$ cat config.mk
export PLATFORM = sky130hd
export DESIGN_NAME = alu_result_buffer
export DESIGN_NICKNAME = d
export VERILOG_FILES = /design/src/rtl/alu_result_buffer_pkg.sv /design/src/rtl/alu_fifo_mem.sv /design/src/rtl/alu_result_buffer.sv
export SDC_FILE = /design/constraint.sdc
export NUM_CORES = 1
export LEC_CHECK = 0
export CAP_MARGIN = 15
export CORE_ASPECT_RATIO = 0.8
export CORE_MARGIN = 1.5
export CORE_UTILIZATION = 50
export DETAILED_ROUTE_END_ITERATION = 16
export PLACE_DENSITY_LB_ADDON = 0.08
export REMOVE_ABC_BUFFERS = 1
export SYNTH_ARGS = -nofsm -noshare
export SYNTH_HDL_FRONTEND = slang
export SYNTH_SLANG_ARGS = --single-unit
$ cat constraint.sdc
create_clock -name clk -period 2.3 [get_ports clk]
set_clock_uncertainty 0.1 [all_clocks]
set_input_delay 0.345 -clock clk [delete_from_list [all_inputs] [get_ports clk]]
set_output_delay 0.345 -clock clk [all_outputs]
set_load 0.005 [all_outputs]
$ cat src/rtl/alu_result_buffer_pkg.sv
// Shared definitions for the ALU result buffer: flag bit positions, the flags
// type and the occupancy states.
package alu_result_buffer_pkg;

  localparam int FLG_S   = 0;
  localparam int FLG_Z   = 1;
  localparam int FLG_CY  = 2;
  localparam int FLG_P   = 3;
  localparam int FLG_V   = 4;
  localparam int FLAGS_W = 5;

  typedef logic [FLAGS_W-1:0] flags_t;

  typedef enum logic [1:0] {
    OCC_EMPTY   = 2'd0,
    OCC_PARTIAL = 2'd1,
    OCC_FULL    = 2'd2
  } occ_state_e;

endpackage

$ cat src/rtl/alu_fifo_mem.sv
// Register-array storage for the result FIFO: one write port and one
// combinational read port. Entries are not reset.
module alu_fifo_mem #(
  parameter int DEPTH = 4,
  parameter int DW    = 21
) (
  input  logic                     clk,
  input  logic                     we,
  input  logic [$clog2(DEPTH)-1:0] waddr,
  input  logic [DW-1:0]            wdata,
  input  logic [$clog2(DEPTH)-1:0] raddr,
  output logic [DW-1:0]            rdata
);

  localparam int AW = $clog2(DEPTH);

  logic [DW-1:0] mem_reg [DEPTH];

  for (genvar gi = 0; gi < DEPTH; gi++) begin : g_entry
    always_ff @(posedge clk) begin
      if (we && (waddr == AW'(gi))) begin
        mem_reg[gi] <= wdata;
      end
    end
  end

  assign rdata = mem_reg[raddr];

endmodule

$ cat src/rtl/alu_result_buffer.sv
// Valid/ready FIFO for ALU results with sticky flag accumulation and a
// saturating accepted-result counter.
module alu_result_buffer
  import alu_result_buffer_pkg::*;
#(
  parameter int DEPTH = 4,
  parameter int W     = 16
) (
  input  logic                     clk,
  input  logic                     rst_n,
  input  logic                     in_valid,
  output logic                     in_ready,
  input  logic [W-1:0]             z,
  input  flags_t                   flags_in,
  output logic                     out_valid,
  input  logic                     out_ready,
  output logic [W-1:0]             out_z,
  output flags_t                   out_flags,
  output flags_t                   sticky_flags,
  input  logic                     clr_sticky,
  output logic [$clog2(DEPTH):0]   level,
  output logic [15:0]              accepted
);

  localparam int AW = $clog2(DEPTH);
  localparam int LW = AW + 1;
  localparam logic [LW-1:0] LVL_FULL = LW'(DEPTH);

  occ_state_e        occ_state_reg, occ_state_next;
  logic [AW-1:0]     wr_ptr_reg, wr_ptr_next;
  logic [AW-1:0]     rd_ptr_reg, rd_ptr_next;
  logic [LW-1:0]     level_reg, level_next;
  flags_t            sticky_reg, sticky_next;
  logic [15:0]       accepted_reg, accepted_next;
  logic              push, pop;
  logic [W+FLAGS_W-1:0] rd_entry;

  // Ready is decided from the registered state only, so a full buffer never
  // accepts in the same cycle it pops.
  assign in_ready  = (occ_state_reg != OCC_FULL);
  assign out_valid = (occ_state_reg != OCC_EMPTY);
  assign push      = in_valid && in_ready;
  assign pop       = out_valid && out_ready;

  alu_fifo_mem #(
    .DEPTH (DEPTH),
    .DW    (W + FLAGS_W)
  ) u_mem (
    .clk   (clk),
    .we    (push && rst_n),
    .waddr (wr_ptr_reg),
    .wdata ({flags_in, z}),
    .raddr (rd_ptr_reg),
    .rdata (rd_entry)
  );

  assign out_z        = rd_entry[W-1:0];
  assign out_flags    = rd_entry[W+FLAGS_W-1:W];
  assign sticky_flags = sticky_reg;
  assign level        = level_reg;
  assign accepted     = accepted_reg;

  always_comb begin
    wr_ptr_next    = wr_ptr_reg;
    rd_ptr_next    = rd_ptr_reg;
    level_next     = level_reg;
    sticky_next    = clr_sticky ? '0 : sticky_reg;
    accepted_next  = accepted_reg;
    occ_state_next = occ_state_reg;

    if (push) begin
      wr_ptr_next = wr_ptr_reg + AW'(1);
      sticky_next = sticky_next | flags_in;
      if (accepted_reg != 16'hFFFF) begin
        accepted_next = accepted_reg + 16'd1;
      end
    end
    if (pop) begin
      rd_ptr_next = rd_ptr_reg + AW'(1);
    end
    if (push && !pop) begin
      level_next = level_reg + LW'(1);
    end else if (pop && !push) begin
      level_next = level_reg - LW'(1);
    end

    if (level_next == '0) begin
      occ_state_next = OCC_EMPTY;
    end else if (level_next == LVL_FULL) begin
      occ_state_next = OCC_FULL;
    end else begin
      occ_state_next = OCC_PARTIAL;
    end
  end

  always_ff @(posedge clk) begin
    if (!rst_n) begin
      occ_state_reg <= OCC_EMPTY;
      wr_ptr_reg    <= '0;
      rd_ptr_reg    <= '0;
      level_reg     <= '0;
      sticky_reg    <= '0;
      accepted_reg  <= '0;
    end else begin
      occ_state_reg <= occ_state_next;
      wr_ptr_reg    <= wr_ptr_next;
      rd_ptr_reg    <= rd_ptr_next;
      level_reg     <= level_next;
      sticky_reg    <= sticky_next;
      accepted_reg  <= accepted_next;
    end
  end

endmodule
==> metrics.yaml <==
status: "finished clean"
finalSetupViolations: 0
ys_ff_latch: 116
period_share: 0.967
cts-root-buf: "clkbuf_16"
via_per_inst: 5.55
layout_commonest_cell: "edfxtp_1"
p_switching_uw: 1210
swShare: 0.221
vdd_drop_max_mv: 0.496
drt_wl_total_um: 9270
antenna_found_initial: 0
num_vias: 2915
area_growth_pct: 34.5
ys_warn_count: 0
grt_pass1_vias: 2845
ant_nets: 0
power_frac_clock: 0.453
ioPinCount: 73
min_period_ns: 2.22
yosysSeqAreaShare: 0.688
async_flop_share: 0
dp_hpwl_um: 5830
power.static_leakage_uw: 0.00212
tritoncts: "yes"
yosys.cell_types.count: 42
dieArea_sq_um: 9790
fin_nets: 430
slew_headroom: 0.720
cts_hold_buf: 0
rsz0062_at_grt: "no"
rows: 31
final-hold-violation-count: 0
grt_usage: 0.204
seqPwrFrac: 0.435
cts_made_buffers: 17
synthFlopType: "edfxtp_1"
insertion_delay_ns: 0.40
firstDrtPassIters: 4
fin_setup_tns_ns: 0
grt_pass1_wl_um: 14400
p_int_uw: 4260
grt_max_degree: 22
port_buffers: 72
hold_class: "flip-flop to flip-flop"
worst_pin_slew_ns: 0.417
grt.overflow.total: 0
clock_sinks: 116
netlist_area_sq_um: 4600
core_area_sq_um: 9000
dr.first_iter.drc_count: 112
path_max_fanout: 12
mostFrequentLayoutCells: "edfxtp_1, clkdlybuf4s50_1, dfxtp_1"
synthCells: 296
crit_required_ns: 1.86
n_antenna_cell: 0
synth-edff-count: 84
start_util: 0.511
p_comb_frac: 0.112
slew_violations: 0
path_class: "flip-flop to output port"
clk_pin_slew_ns: 0.06
post-route-drc-count: 0
endpoint_kind: "output port"
chipWidth_um: 110
place.gp.congestion: 0.817
power.density_nw_per_um2: 885
drive_above_1_share: 0.198
die_h_um: 88.8
fmax_ghz: 0.449
largest_reg_flops: 84
maxCapViolCount: 0
arrival_ns: 1.78
wl_per_cell_um: 17.7
totalPowerFinal_uw: 5480
setup.worst_path.start_class: "flip-flop"
syn_area_per_cell_sq_um: 15.5
cts_htree_levels: 4
clockBufferDepth: 2
-- power by group through the flow --
stage               Sequential (uW)  Clock [uW]  Combinational, uW
global route                   2390        2620                672
detailed placement             2430           0                631
CTS                            2380        2520                626
global placement               2420           0                621
floorplan                      2440           0                262
finish                         2380        2480                612
-- worst max-delay path, cell delays in order (launching register included) --
cell and delay, ns:
dfxtp_4 0.38, buf_12 0.17, mux4_2 0.54, dlygate4sd2_1 0.29
-- logic make-up (layout without fill, tap and decap cells) --
logic type / after synthesis / in the layout / share of synthesized area
AOI/OAI and AO/OA: 41 / 41 / 0.0566
xor gates and xnor gates: 3 / 3 / 0.00571
adders and majority gates: 7 / 7 / 0.0190
buffers and inverters: 23 / 137 / 0.0212
DFF: 116 / 116 / 0.688
muxes: 25 / 25 / 0.112
and+or+nand+nor: 81 / 81 / 0.0982
-- routing by layer --
| metal | GRT usage | vias to the layer above | part of all wire |
|---|---|---|---|
| li1 | - | 1376 | - |
| met1 | 0.279 | 1448 | 0.47 |
| met2 | 0.318 | 82 | 0.48 |
| met3 | 0.0567 | 9 | 0.038 |
| met4 | 0.0734 | 0 | 0.010 |
| met5 | 0 | - | 0 |
-- timing repair --
item,4_1_cts,5_1_grt
endpoints found under the setup margin,20,4
gates resized for setup,28,4
setup buffers,4,0
hold endpoints to repair,0,0
-- path summary, 6_finish.rpt --
path | slack (ns) | cells after the start | endpoint | from
max reg2reg | 0.36 | 4 | accepted[11] | accepted[5]
min | 0.38 | 2 | accepted[10] | accepted[10]
min reg2reg | 0.38 | 2 | accepted[10] | accepted[10]
max | 0.08 | 3 | out_flags[0] | flip-flop
-- Yosys cell counts, drive strengths merged (2+ instances only) --
master,count,area share
edfxtp,84,0.55
dfxtp,32,0.14
mux4,21,0.10
a21oi,17,0.018
nand2,13,0.011
inv,12,0.0098
nor2,11,0.0090
nor3,8,0.0087
and3,7,0.0095
clkbuf,7,0.0057
ha,7,0.019
o31ai,7,0.011
or4,7,0.011
nand3,6,0.0065
nor2b,6,0.0087
nor4,6,0.0082
o21ai,5,0.0054
buf,4,0.0057
mux2i,4,0.0087
nand2b,4,0.0054
nand4,4,0.0068
or3,4,0.0054
or2,3,0.0041
nor4b,2,0.0038
o21a,2,0.0033
xnor2,2,0.0038
-- stage by stage --
stage | util | setup WS [ns] | hold slack (ns) | std cells | instance area (sq um)
after floorplan | - | 0.190 | 0.344 | 285 | 4550
after global placement | 0.624 | 0.0830 | 0.372 | 489 | 5620
after detailed placement | 0.624 | 0.0432 | 0.378 | 489 | 5620
after CTS | 0.690 | 0.00226 | 0.386 | 525 | 6210
after global routing | 0.688 | 0.0118 | 0.435 | 525 | 6190
final | 0.688 | 0.0750 | 0.382 | 525 | 6190
-- layout make-up --
cell class	count	area [sq um]
clock buffers	18	429
clock inverters	14	139
fillers	640	2810
inverters	12	45.0
multi-input cells	157	1340
flip-flops and latches	116	3170
well taps	115	144
repair buffers	93	925
Power figures use the tool's default switching activity.
